[src/rtl/spi_control_fsm_if.sv]
// Control bundle between the SPI transaction controller and its surroundings:
// conditioned inputs in, strobes and debug state out.
interface spi_control_fsm_if;
  logic       sclkPosEdge;
  logic       chipSelect;
  logic       readWriteBit;
  logic       shiftRegWriteEnable;
  logic       misoBufferEnable;
  logic       addressLatchEnable;
  logic       dataMemWriteEnable;
  logic [2:0] state;

  modport master (
    output sclkPosEdge, chipSelect, readWriteBit,
    input  shiftRegWriteEnable, misoBufferEnable, addressLatchEnable,
           dataMemWriteEnable, state
  );

  modport slave (
    input  sclkPosEdge, chipSelect, readWriteBit,
    output shiftRegWriteEnable, misoBufferEnable, addressLatchEnable,
           dataMemWriteEnable, state
  );
endinterface

[src/rtl/spi_control_fsm.sv]
// SPI transaction controller: counts address/data bits on conditioned SCLK edges
// and issues Moore-decoded load, MISO-enable, address-latch and memory-write strobes.
module spi_control_fsm #(
  parameter int width = 8
) (
  input  logic                clk,
  input  logic                reset,
  spi_control_fsm_if.slave    bus
);

  localparam int CNT_W = $clog2(width + 1);
  localparam logic [CNT_W-1:0] FRAME_LAST = CNT_W'(width - 1);
  // The load edge in READ_LOAD is data bit 1, so READ itself only sees width-1 edges.
  localparam logic [CNT_W-1:0] READ_LAST  = CNT_W'(width - 2);

  typedef enum logic [2:0] {
    IDLE         = 3'd0,
    GET          = 3'd1,
    GOT          = 3'd2,
    READ_LOAD    = 3'd3,
    READ         = 3'd4,
    WRITE        = 3'd5,
    WRITE_COMMIT = 3'd6,
    DONE         = 3'd7
  } state_e;

  state_e           state_q, state_d;
  logic [CNT_W-1:0] cnt_q, cnt_d;

  always_ff @(posedge clk) begin
    if (reset) begin
      state_q <= IDLE;
      cnt_q   <= '0;
    end else begin
      state_q <= state_d;
      cnt_q   <= cnt_d;
    end
  end

  always_comb begin
    state_d = state_q;
    cnt_d   = cnt_q;
    if (bus.chipSelect) begin
      state_d = IDLE;
      cnt_d   = '0;
    end else begin
      unique case (state_q)
        IDLE: begin
          state_d = GET;
          cnt_d   = '0;
        end
        GET: begin
          if (bus.sclkPosEdge) begin
            if (cnt_q == FRAME_LAST) begin
              state_d = GOT;
              cnt_d   = '0;
            end else begin
              cnt_d = cnt_q + 1'b1;
            end
          end
        end
        GOT: begin
          state_d = bus.readWriteBit ? READ_LOAD : WRITE;
          cnt_d   = '0;
        end
        READ_LOAD: begin
          if (bus.sclkPosEdge) begin
            state_d = READ;
            cnt_d   = '0;
          end
        end
        READ: begin
          if (bus.sclkPosEdge) begin
            if (cnt_q == READ_LAST) begin
              state_d = DONE;
              cnt_d   = '0;
            end else begin
              cnt_d = cnt_q + 1'b1;
            end
          end
        end
        WRITE: begin
          if (bus.sclkPosEdge) begin
            if (cnt_q == FRAME_LAST) begin
              state_d = WRITE_COMMIT;
              cnt_d   = '0;
            end else begin
              cnt_d = cnt_q + 1'b1;
            end
          end
        end
        WRITE_COMMIT: begin
          state_d = DONE;
          cnt_d   = '0;
        end
        DONE: begin
          state_d = DONE;
        end
        default: begin
          state_d = IDLE;
          cnt_d   = '0;
        end
      endcase
    end
  end

  // Strobes decode the registered state only, so they are glitch-free and mutually exclusive.
  logic srwe, miso_en, ale, dmwe;

  always_comb begin
    srwe    = 1'b0;
    miso_en = 1'b0;
    ale     = 1'b0;
    dmwe    = 1'b0;
    unique case (state_q)
      GOT:          ale     = 1'b1;
      READ_LOAD:    srwe    = 1'b1;
      READ:         miso_en = 1'b1;
      WRITE_COMMIT: dmwe    = 1'b1;
      default: ;
    endcase
  end

  assign bus.shiftRegWriteEnable = srwe;
  assign bus.misoBufferEnable    = miso_en;
  assign bus.addressLatchEnable  = ale;
  assign bus.dataMemWriteEnable  = dmwe;
  assign bus.state               = state_q;

endmodule
[src/flat_wrapper.sv]
// flat-port wrapper written by rule: the top's interface ports become plain ports
module spi_control_fsm_flat 
#(
  parameter int width = 8
)
  (clk, reset, bus_sclkPosEdge, bus_chipSelect, bus_readWriteBit, bus_shiftRegWriteEnable, bus_misoBufferEnable, bus_addressLatchEnable, bus_dataMemWriteEnable, bus_state);
  spi_control_fsm_if bus_i ();
  input  logic clk;
  input  logic reset;
  input wire logic [$bits(bus_i.sclkPosEdge)-1:0] bus_sclkPosEdge;
  input wire logic [$bits(bus_i.chipSelect)-1:0] bus_chipSelect;
  input wire logic [$bits(bus_i.readWriteBit)-1:0] bus_readWriteBit;
  output wire logic [$bits(bus_i.shiftRegWriteEnable)-1:0] bus_shiftRegWriteEnable;
  output wire logic [$bits(bus_i.misoBufferEnable)-1:0] bus_misoBufferEnable;
  output wire logic [$bits(bus_i.addressLatchEnable)-1:0] bus_addressLatchEnable;
  output wire logic [$bits(bus_i.dataMemWriteEnable)-1:0] bus_dataMemWriteEnable;
  output wire logic [$bits(bus_i.state)-1:0] bus_state;
  assign bus_i.sclkPosEdge = bus_sclkPosEdge;
  assign bus_i.chipSelect = bus_chipSelect;
  assign bus_i.readWriteBit = bus_readWriteBit;
  assign bus_shiftRegWriteEnable = bus_i.shiftRegWriteEnable;
  assign bus_misoBufferEnable = bus_i.misoBufferEnable;
  assign bus_addressLatchEnable = bus_i.addressLatchEnable;
  assign bus_dataMemWriteEnable = bus_i.dataMemWriteEnable;
  assign bus_state = bus_i.state;
  spi_control_fsm #(.width(width)) u_core (.clk(clk), .reset(reset), .bus(bus_i));
endmodule
[config.mk]
export PLATFORM = sky130hd
export DESIGN_NAME = spi_control_fsm_flat
export DESIGN_NICKNAME = d
export VERILOG_FILES = /design/src/rtl/spi_control_fsm_if.sv /design/src/rtl/spi_control_fsm.sv /design/src/flat_wrapper.sv
export SDC_FILE = /design/constraint.sdc
export NUM_CORES = 1
export LEC_CHECK = 0
export ABC_CLOCK_PERIOD_IN_PS = 3700
export BUFFER_PORTS_ARGS = -buffer_cell sky130_fd_sc_hd__buf_2
export CORE_MARGIN = 5
export CORE_UTILIZATION = 31
export CTS_CLUSTER_SIZE = 40
export DETAILED_ROUTE_END_ITERATION = 10
export GPL_ROUTABILITY_DRIVEN = 0
export PLACE_DENSITY = 0.56
export SYNTH_ARGS = -nofsm -noshare
export SYNTH_HDL_FRONTEND = slang
export SYNTH_SLANG_ARGS = --single-unit
[constraint.sdc]
create_clock -name clk -period 3.7 [get_ports clk]
set_input_delay 0.74 -clock clk [delete_from_list [all_inputs] [get_ports clk]]
set_output_delay 0.74 -clock clk [all_outputs]
set_load 0.01 [all_outputs]
== After elaboration in Yosys (flattened, before gate mapping) ==
Cells that the tools add are included.
Word-level totals
  input port bits: 5
  word-level logic and storage cells: 47
  output and inout port bits: 7
  bits in registers: 7
Operators by class
  muxes and demuxes: 19
  reductions and logical operators: 8
  $add $sub $neg: 1
  equality and inequality tests: 17
Operators with widths (count)
  3-bit two-way mux: 8
  3-bit case mux with 7 select lines: 1
  4-bit two-way mux: 5
  4-bit case mux with 4 select lines: 1
  3-bit == test, second input constant: 4
  4-bit by 3-bit == test with 1-bit output, second input constant: 2
  2-bit by 1-bit inequality test with 1-bit output, second input constant: 4
  2-bit inequality test, second input constant: 4
  7-bit AND reduction: 1
  3-bit by 2-bit == test with 1-bit output, second input constant: 2
  2-bit OR reduction: 3
  4-bit by 1-bit adder with 4-bit output, second input constant: 1
  1-bit two-way mux: 4
  4-bit AND reduction: 1
  4-bit nonzero test: 1
  3-bit by 1-bit == test with 1-bit output, second input constant: 1
  3-bit logical NOT: 1
  3-bit OR reduction: 1

== Depth between registers and ports, before layout ==
Gate-level depths: netlist of run 1.
  word-level depth: 4
  mapped depth: 6
  depth with buffers taken out: 6

== Worst setup path after synthesis of run 1 ==
No wires, ideal clock.
  path kind: in2reg
  start point: input port bus_sclkPosEdge
  end point: register u_core.cnt_q[3]
  path buffers: 1
  data required time: 3.604 ns
  arrival: 1.588 ns
  cell stages on the path: 5
  path slack: 2.016 ns
  setup time: 0.096 ns
  path through: buf_4 a21boi_1 o22ai_1 nand2b_2 o41ai_2
On the way
  longest elaborated chain between the ends: 2
  elaborated cells between the ends (all ways): 4
  those cells by class: eq/ne: 3; reduce/logical: 1
Ends and longest elaborated chain
  start: declaration: line flat_wrapper.sv:10  | input wire logic [$bits(bus_i.sclkPosEdge)-1:0] bus_sclkPosEdge;
  2-bit by 1-bit inequality test with 1-bit output (no line) / 2-bit inequality test (equally long branches)
  4-bit AND reduction (no line) (*)
  end signal: assignment: line spi_control_fsm.sv:36  | cnt_q <= cnt_d;
  end: declaration: line spi_control_fsm.sv:28  | logic [CNT_W-1:0] cnt_q, cnt_d;
Mark *: on every way between the ends. The rest lies on a longest branch, timed or not.
A chain may end at the register's enable or synchronous reset.

== Worst setup path in the final report of run 1 ==
  start point: register u_core.state_q[0], in the netlist u_core.bus.state[0]
  end point: output port bus_dataMemWriteEnable
On the way
  longest elaborated chain between the ends: 2
Ends and longest elaborated chain
  start: declaration: line spi_control_fsm.sv:27  | state_e state_q, state_d;
  start signal: assignment: line spi_control_fsm.sv:35  | state_q <= state_d;
  3-bit == test: line spi_control_fsm.sv:115  | unique case (state_q)
  1-bit two-way mux: line spi_control_fsm.sv:115
  end: declaration: line flat_wrapper.sv:16  | output wire logic [$bits(bus_i.dataMemWriteEnable)-1:0] bus_dataMemWriteEnable;
No other way between the ends.

==> flow_summary.toml, run 1 <==
[clocking]
insertion_delay_ns = 0.26
cts_num_sinks = 7
cts_buffer_depth = 2
cts-buffers-inserted = 3
clkSlewWorstSetupHoldPaths_ns = 0.06
cts-resized-gates = 0
hold_buffers = 0
htree_levels = 1
cts_tree = "done"
cts_setup_buffers = 0
root_buffer = "clkbuf_4"

[logic_synthesis]
synth_commonest_cells = "dfxtp_1 (7), o21ai_0 (7), nand3_1 (4), nor2_1 (4)"
ys_ff_latch = 7
synth_top_area_cell = "dfxtp_1"
synth_area_leaders = "dfxtp_1 (27%), o21ai_0 (6.7%), o32ai_4 (5.3%)"
syn_nets = 70
synth_cell_types = 32
syn_avg_cell_area_um2 = 8.28
synth_edf_count = 0
netlist.area_leader.share_pct = 26.9
syn_inst = 63
yosys_warnings = 0
synth_area_um2 = 522
synth_flop_cell = "dfxtp_1"
yosysSeqAreaShare_pct = 26.9
synthArstFlopShare_pct = 0

[critical_path]
critPathMaxFanout = 15
cpPeakStageDelay_ns = 0.65
cpMaxStageDelayCell = "dfxtp_1"
ff2ff_path_depth = 4
cp.arrival_ns = 1.34
worstSetupStartpointType = "register"
crit_type = "register to output pin"
cp-end-kind = "output pin"
path_cells = "inv_1 -> and3_1 -> buf_2"
worstPathRequired_ns = 2.96

[global_routing]
grt_max_degree = 16
grt_antenna_before_repair = 0
grt_pass1_wl_mm = 2.23
grt_pass1_vias = 496
grt-ovfl-total = 0
grt_usage_pct = 11.3

[placed_design]
port_buffers = 11
post-place-ws_ns = 1.84
dpl.hpwl_um = 899
dp_cells = 86

[worst_hold_path]
holdPathStages = 2
hold_class = "register to register"

[power]
power.density_nw_per_um2 = 288
leakagePower_nw = 0.249
p_total_mw = 0.172
irDropWorstVdd_v = 0.000144

[final_layout]
drive_above_1_share_pct = 27.0
diodes = 0
fin_nets = 82
area_growth_pct = 14.6
fin_cells = 90

[sta]
skew_ns = 0.00445
max_slew.worst_pin.slew_ns = 0.523
rsz0062_at_grt = "false"
finalCritPeriodShare_pct = 56.1
slew_headroom_pct = 65.1
drv_slew = 0
finalCriticalPeriod_ns = 2.08
setup_violations = 0
clock.fmax_mhz = 482
final_hold_viol_count = 0
fin_ws_ns = 1.62
tns_ns = 0

[drt]
drt-pass1-iter-count = 2
postRouteAntennaNets = 0
vias = 497
routed_via_density = 5.52
avgRoutedWirePerCell_um = 14.1
dr.first_iter.drc_count = 2
routed_wl_mm = 1.27
drc = 0

[die]
core-area_um2 = 1560
boundaryPins = 12
die_h_um = 51.0
die_w_um = 51.0
num_rows = 14
die-area_um2 = 2600
start_util_pct = 33.5

[status]
status = "complete, no violations"

[job]
maxCapViolCount = 0
-- where the power goes --
part | internal, mW | total [mW] | switching (mW) | leakage (nW)
clock | 0.0414 | 0.0740 | 0.0325 | 0.0150
sequential | 0.0766 | 0.0805 | 0.00386 | 0.0567
combinational | 0.00759 | 0.0180 | 0.0104 | 0.178
-- area by class of cell --
class | count | area, µm²
clock buffers | 4 | 26.3
inverters | 3 | 11.3
well taps | 16 | 20.0
repair buffers | 11 | 55.1
fillers | 161 | 961
flip-flops and latches | 7 | 140
multi-input cells | 49 | 345
-- path summary, 6_finish.rpt --
check	start	end	slack (ns)
max	u_core.bus.state[0]	bus_dataMemWriteEnable	1.62
min reg2reg	u_core.cnt_q[1]	u_core.cnt_q[1]	0.52
min	u_core.cnt_q[1]	u_core.cnt_q[1]	0.52
max reg2reg	u_core.bus.state[1]	u_core.cnt_q[3]	2.07
-- flip-flops by register name (all words and copies together) (netlist names) --
name              count
u_core.cnt_q          4
u_core.bus.state      3
-- placed cells by master, fill, tap and decap left out, drive strengths merged --
cell	synthesis	layout
buf	4	11
o21ai	8	8
dfxtp	7	7
nor2	4	4
nand3	4	4
nand2b	4	4
clkbuf	0	4
inv	3	3
nand2	3	3
a21oi	3	3
and3	3	3
o31ai	2	2
ha	2	2
and3b	2	2
nor3b	1	1
a21boi	1	1
o22ai	1	1
or2	1	1
nand3b	1	1
or4	1	1
o211ai	1	1
a221o	1	1
o32ai	1	1
a32oi	1	1
o41ai	1	1
nor2b	1	1
xor2	1	1
a31oi	1	1
-- critical path, delay by kind of cell (launching register included) --
family	cells	cell delay [ns]
buf+inv	2	0.25
simple gates	1	0.18
flops	1	0.65
-- cell families after synthesis --
family / synth area share [%]
AO/OA/AOI/OAI: 30.7
XOR/XNOR: 1.68
adder cells (fa/ha/maj): 4.80
buffers and inverters: 6.95
flip-flops: 26.9
AND/OR/NAND/NOR: 29.0
-- per-stage QoR --
stage               util (%)  area, µm²  hold slack, ns
floorplan                  -        522           0.479
global placement        36.7        572           0.507
detailed placement      36.7        572           0.508
CTS                     38.4        598           0.517
global route            38.4        598           0.549
finish                  38.4        598           0.517
-- per-layer routing --
| layer | GRT usage, % | vias up | routed length [µm] |
|---|---|---|---|
| met5 | 0 | - | 0 |
| met4 | 4.93 | 0 | 0 |
| met3 | 4.65 | 0 | 90 |
| met2 | 17.6 | 12 | 586 |
| met1 | 13.5 | 231 | 594 |
| li1 | - | 254 | - |
(Power assumes the default switching activity.)
==> inputs of run 2 (changes only) <==
--- a/config.mk
+++ b/config.mk
@@ -5,7 +5,7 @@
 export SDC_FILE = /design/constraint.sdc
 export NUM_CORES = 1
 export LEC_CHECK = 0
-export ABC_CLOCK_PERIOD_IN_PS = 3700
+export ABC_CLOCK_PERIOD_IN_PS = 2150
 export BUFFER_PORTS_ARGS = -buffer_cell sky130_fd_sc_hd__buf_2
 export CORE_MARGIN = 5
 export CORE_UTILIZATION = 31
==> constraint.sdc (replaced) <==
create_clock -name clk -period 2.15 [get_ports clk]
set_input_delay 0.43 -clock clk [delete_from_list [all_inputs] [get_ports clk]]
set_output_delay 0.43 -clock clk [all_outputs]
set_load 0.01 [all_outputs]
==> run 2 against run 1 <==
Against the previous run: routed wire length fell by 8.8%; via count fell by 3.2%; utilization did not move; non-clock buffer count did not move; combinational power rose by 68%; first-iteration DRC count rose to 3.5 times the previous value; largest cell class unchanged; total power rose by 67%; final cell count did not move.
==> flow_summary.toml, run 2 (synthesis gave the netlist of run 1 again) <==
[final_layout]
regMostFlops = "u_core.cnt_q"
layout_commonest_cell = "buf_2"
largest_reg_flops = 4
fill_cells = 153
area.sequential_um2 = 140
layout_common_cells = "buf_2 (11), o21ai_0 (7), dfxtp_1 (7)"
area_growth_pct = 14.6
multiInputGateArea_um2 = 345
drive_above_1_share_pct = 27.0
fin_nets = 82
diodes = 0

[placed_design]
post-place-ws_ns = 0.576
port_buffers = 11
dpl.hpwl_um = 869

[critical_path]
critical_path_buf_inv_count = 2
cp-end-kind = "output pin"
path_cells = "inv_1 -> and3_1 -> buf_2"
cpPeakStageDelay_ns = 0.63
cpMaxStageDelayCell = "dfxtp_1"
worstPathRequired_ns = 1.72
cp.arrival_ns = 1.30
crit_type = "register to output pin"
worstSetupStartpointType = "register"
reg2reg_from = "u_core.cnt_q[0]"
startpoint = "u_core.bus.state[0]"
critPathMaxFanout = 15
critPathTopFamily = "flip-flops"

[sta]
skew_ns = 0.00346
rsz0062_at_grt = "false"
finalCritPeriodShare_pct = 80.2
final_hold_viol_count = 0
slew_headroom_pct = 66.4
clock.fmax_mhz = 580
setup_violations = 0
max_slew.worst_pin.slew_ns = 0.504
finalCriticalPeriod_ns = 1.73
fin_ws_ns = 0.425
drv_slew = 0
holdWs_ns = 0.507
tns_ns = 0

[clocking]
hold_buffers = 0
htree_levels = 1
cts_buffer_depth = 2
root_buffer = "clkbuf_4"
cts_setup_buffers = 0
cts-resized-gates = 0
cts-buffers-inserted = 3
insertion_delay_ns = 0.25
cts_tree = "done"
clkSlewWorstSetupHoldPaths_ns = 0.05
cts_num_sinks = 7

[global_routing]
grt-ovfl-total = 0
grt_pass1_vias = 432
grt_antenna_before_repair = 0
grt_pass1_wl_mm = 1.99
grt_max_degree = 16
grt_usage_pct = 10.3

[die]
core-area_um2 = 1560
die-area_um2 = 2600
die_h_um = 51.0
die_w_um = 51.0
start_util_pct = 33.5
num_rows = 14
boundaryPins = 12

[drt]
routed_wl_mm = 1.16
routed_via_density = 5.34
postRouteAntennaNets = 0
avgRoutedWirePerCell_um = 12.9
dr.first_iter.drc_count = 7
drt-pass1-iter-count = 4
drc = 0
vias = 481

[status]
status = "complete, no violations"

[power]
p_total_mw = 0.287
power.density_nw_per_um2 = 480
irDropWorstVdd_v = 0.000281
leakagePower_nw = 0.249

[worst_hold_path]
hold_class = "register to register"
worstHoldStart = "u_core.cnt_q[1]"

[job]
maxCapViolCount = 0
-- run 2: cell counts in the layout (fill, tap and decap cells not counted) --
Identical to the previous run, type by type.
-- run 2: area by class of cell --
type,count,area share [%]
Tap cell,16,3.35
Clock buffer,4,4.39
Inverter,3,1.88
Sequential cell,7,23.4
Multi-Input combinational cell,49,57.7
Timing Repair Buffer,11,9.21
-- run 2: power by group --
part / internal (mW) / switching [mW]
sequential: 0.132 / 0.00633
clock: 0.0708 / 0.0478
combinational: 0.0130 / 0.0172
total: 0.216 / 0.0713
-- run 2: through the flow --
| step | util, % | cell area [µm²] | std cells |
|---|---|---|---|
| 2_1_floorplan | - | 522 | 63 |
| 3_3_place_gp | 36.7 | 572 | 86 |
| 3_5_place_dp | 36.7 | 572 | 86 |
| 4_1_cts | 38.4 | 598 | 90 |
| 5_1_grt | 38.4 | 598 | 90 |
| 6_report | 38.4 | 598 | 90 |
-- run 2: worst paths after layout --
check | endpoint | slack [ns] | depth (start not counted)
setup / recovery | bus_dataMemWriteEnable | 0.42 | 3
hold / removal | u_core.cnt_q[1] | 0.51 | 2
setup reg to reg | u_core.cnt_q[3] | 0.57 | 6
hold reg to reg | u_core.cnt_q[1] | 0.51 | 2
-- run 2: layer usage --
metal / wire (µm) / global-route usage, % / vias up
met3: 81 / 2.91 / 4
li1: - / - / 256
met4: 21 / 6.73 / 0
met1: 577 / 13.1 / 208
met2: 478 / 15.0 / 13
met5: 0 / 0 / -
-- run 2: tightest hold or removal path, cell delays in order, from the launching register on --
cell and delay [ns]:
dfxtp_1 0.33, nand3_1 0.07, o31ai_1 0.06
==> inputs of run 3 (changes only) <==
--- a/config.mk
+++ b/config.mk
@@ -5,7 +5,8 @@
 export SDC_FILE = /design/constraint.sdc
 export NUM_CORES = 1
 export LEC_CHECK = 0
-export ABC_CLOCK_PERIOD_IN_PS = 2150
+export ABC_AREA = 1
+export ABC_CLOCK_PERIOD_IN_PS = 1600
 export BUFFER_PORTS_ARGS = -buffer_cell sky130_fd_sc_hd__buf_2
 export CORE_MARGIN = 5
 export CORE_UTILIZATION = 31
==> constraint.sdc (replaced) <==
create_clock -name clk -period 1.6 [get_ports clk]
set_input_delay 0.32 -clock clk [delete_from_list [all_inputs] [get_ports clk]]
set_output_delay 0.32 -clock clk [all_outputs]
set_load 0.01 [all_outputs]
==> run 3 against run 2 <==
Against the previous run: register-to-register slack got worse by 0.33 ns; final cell count increased by 34%; via count increased by 18%; total power increased by 57%; synthesized area increased by 2.4%; hold slack got worse by 0.15 ns; final area increased by 6.9%.
==> flow_summary.toml, run 3 <==
[status]
status = "complete, no violations"

[logic_synthesis]
synth_commonest_cells = "nand2_1 (21), inv_1 (12), nand3_1 (12)"
yosysSeqAreaShare_pct = 26.2
netlist.area_leader.share_pct = 26.2
yosys_warnings = 0
synth_area_leaders = "dfxtp_1 (26%), nand2_1 (15%), nand3_1 (11%)"
synth_edf_count = 0
ys_ff_latch = 7
synth_cell_types = 15
synth_flop_cell = "dfxtp_1"
synthArstFlopShare_pct = 0
syn_avg_cell_area_um2 = 6.00
synth_area_um2 = 534
syn_inst = 89
synth_top_area_cell = "dfxtp_1"
synthMostInstantiatedCell = "nand2_1"
syn_nets = 96

[sta]
skew_ns = 0.00206
finalCritPeriodShare_pct = 89.1
slew_headroom_pct = 79.8
setup_violations = 0
clock.fmax_mhz = 702
drv_slew = 0
finalCriticalPeriod_ns = 1.43
max_slew.worst_pin.slew_ns = 0.302
final_hold_viol_count = 0
tns_ns = 0
rsz0062_at_grt = "false"

[global_routing]
grt_antenna_before_repair = 0
grt_max_degree = 9
grt_pass1_wl_mm = 2.11
grt_pass1_vias = 552
grt_usage_pct = 11.0
grt-ovfl-total = 0

[final_layout]
multiInputGateArea_um2 = 330
largest_reg_flops = 4
fin_nets = 112
fin_cells = 121
layout_common_cells = "nand2_1 (21), inv_1 (12), nand3_1 (12)"
drive_above_1_share_pct = 28.8
diodes = 0
fill_cells = 191
area.sequential_um2 = 143
regMostFlops = "u_core.cnt_q"
layout_commonest_cell = "nand2_1"
final_area_um2 = 639
area_growth_pct = 19.7

[drt]
drt-pass1-iter-count = 4
drc = 0
routed_via_density = 4.70
vias = 569
dr.first_iter.drc_count = 16
avgRoutedWirePerCell_um = 9.96
postRouteAntennaNets = 0
routed_wl_mm = 1.21

[clocking]
cts_tree = "done"
clkSlewWorstSetupHoldPaths_ns = 0.05
cts_setup_buffers = 0
htree_levels = 1
hold_buffers = 0
root_buffer = "clkbuf_4"
cts_buffer_depth = 2
cts-buffers-inserted = 3
cts-resized-gates = 0
insertion_delay_ns = 0.25
cts_num_sinks = 7

[critical_path]
reg2reg_from = "u_core.cnt_q[1]"
critPathMaxFanout = 6
cp-end-kind = "output pin"
worstSetupStartpointType = "register"
ff2ff_path_depth = 8
startpoint = "u_core.bus.state[1]"
crit_type = "register to output pin"
worstPathRequired_ns = 1.28
cp.arrival_ns = 1.11

[die]
core-area_um2 = 1690
boundaryPins = 12
die_w_um = 51.5
num_rows = 15
die-area_um2 = 2650
die_h_um = 51.5
start_util_pct = 31.6

[power]
irDropWorstVdd_v = 0.000286
p_total_mw = 0.451
leakagePower_nw = 0.339
power.density_nw_per_um2 = 706

[job]
maxCapViolCount = 0

[placed_design]
dp_cells = 117
port_buffers = 11
dpl.hpwl_um = 990
place_area_um2 = 611

[worst_hold_path]
holdPathStages = 4
worstHoldStart = "reset"
hold_class = "input port to register"
==> run 3: layer usage <==
layer	global-route usage, %	routed length, µm
met5	0	0
met4	12.7	57
met3	2.01	86
met2	16.5	525
met1	12.1	536
==> run 3: kinds of logic after synthesis <==
| family | count (synthesis) | synth area share (%) |
|---|---|---|
| adder cells (fa/ha/maj) | 2 | 4.68 |
| flip-flops | 7 | 26.2 |
| AND/OR/NAND/NOR | 53 | 47.1 |
| AO/OA/AOI/OAI | 10 | 10.1 |
| buffers and inverters | 17 | 11.9 |
==> run 3: path summary, 6_finish.rpt <==
kind / slack [ns] / to
worst min-delay path: 0.35 / u_core.bus.state[1]
worst max-delay path: 0.17 / bus_dataMemWriteEnable
worst max register to register: 0.24 / u_core.cnt_q[0]
worst min register to register: 0.53 / u_core.cnt_q[1]
==> run 3: critical path, stage by stage, from the launching register on <==
cell and delay (ns):
dfxtp_2 0.38, inv_2 0.08, nor2_1 0.12, inv_1 0.06, nor2_1 0.08, buf_2 0.13
==> run 3: power breakdown <==
group	internal, mW	total [mW]	switching (mW)
clock network	0.0953	0.163	0.0678
logic	0.0367	0.0959	0.0591
registers	0.182	0.192	0.0106
==> run 3: cell type report <==
class / instances / area share (%)
Sequential cell: 7 / 22.3
Multi-Input combinational cell: 65 / 51.7
Inverter: 17 / 9.98
Clock buffer: 4 / 4.11
Tap cell: 17 / 3.33
Timing Repair Buffer: 11 / 8.61
==> run 3: stage by stage <==
step | utilization [%] | hold WS [ns] | setup slack, ns
floorplan | - | 0.489 | 0.400
global route | 37.9 | 0.381 | 0.0523
CTS | 37.7 | 0.350 | 0.0798
global placement | 36.1 | 0.513 | 0.236
finish | 37.9 | 0.352 | 0.175
detailed placement | 36.1 | 0.521 | 0.232
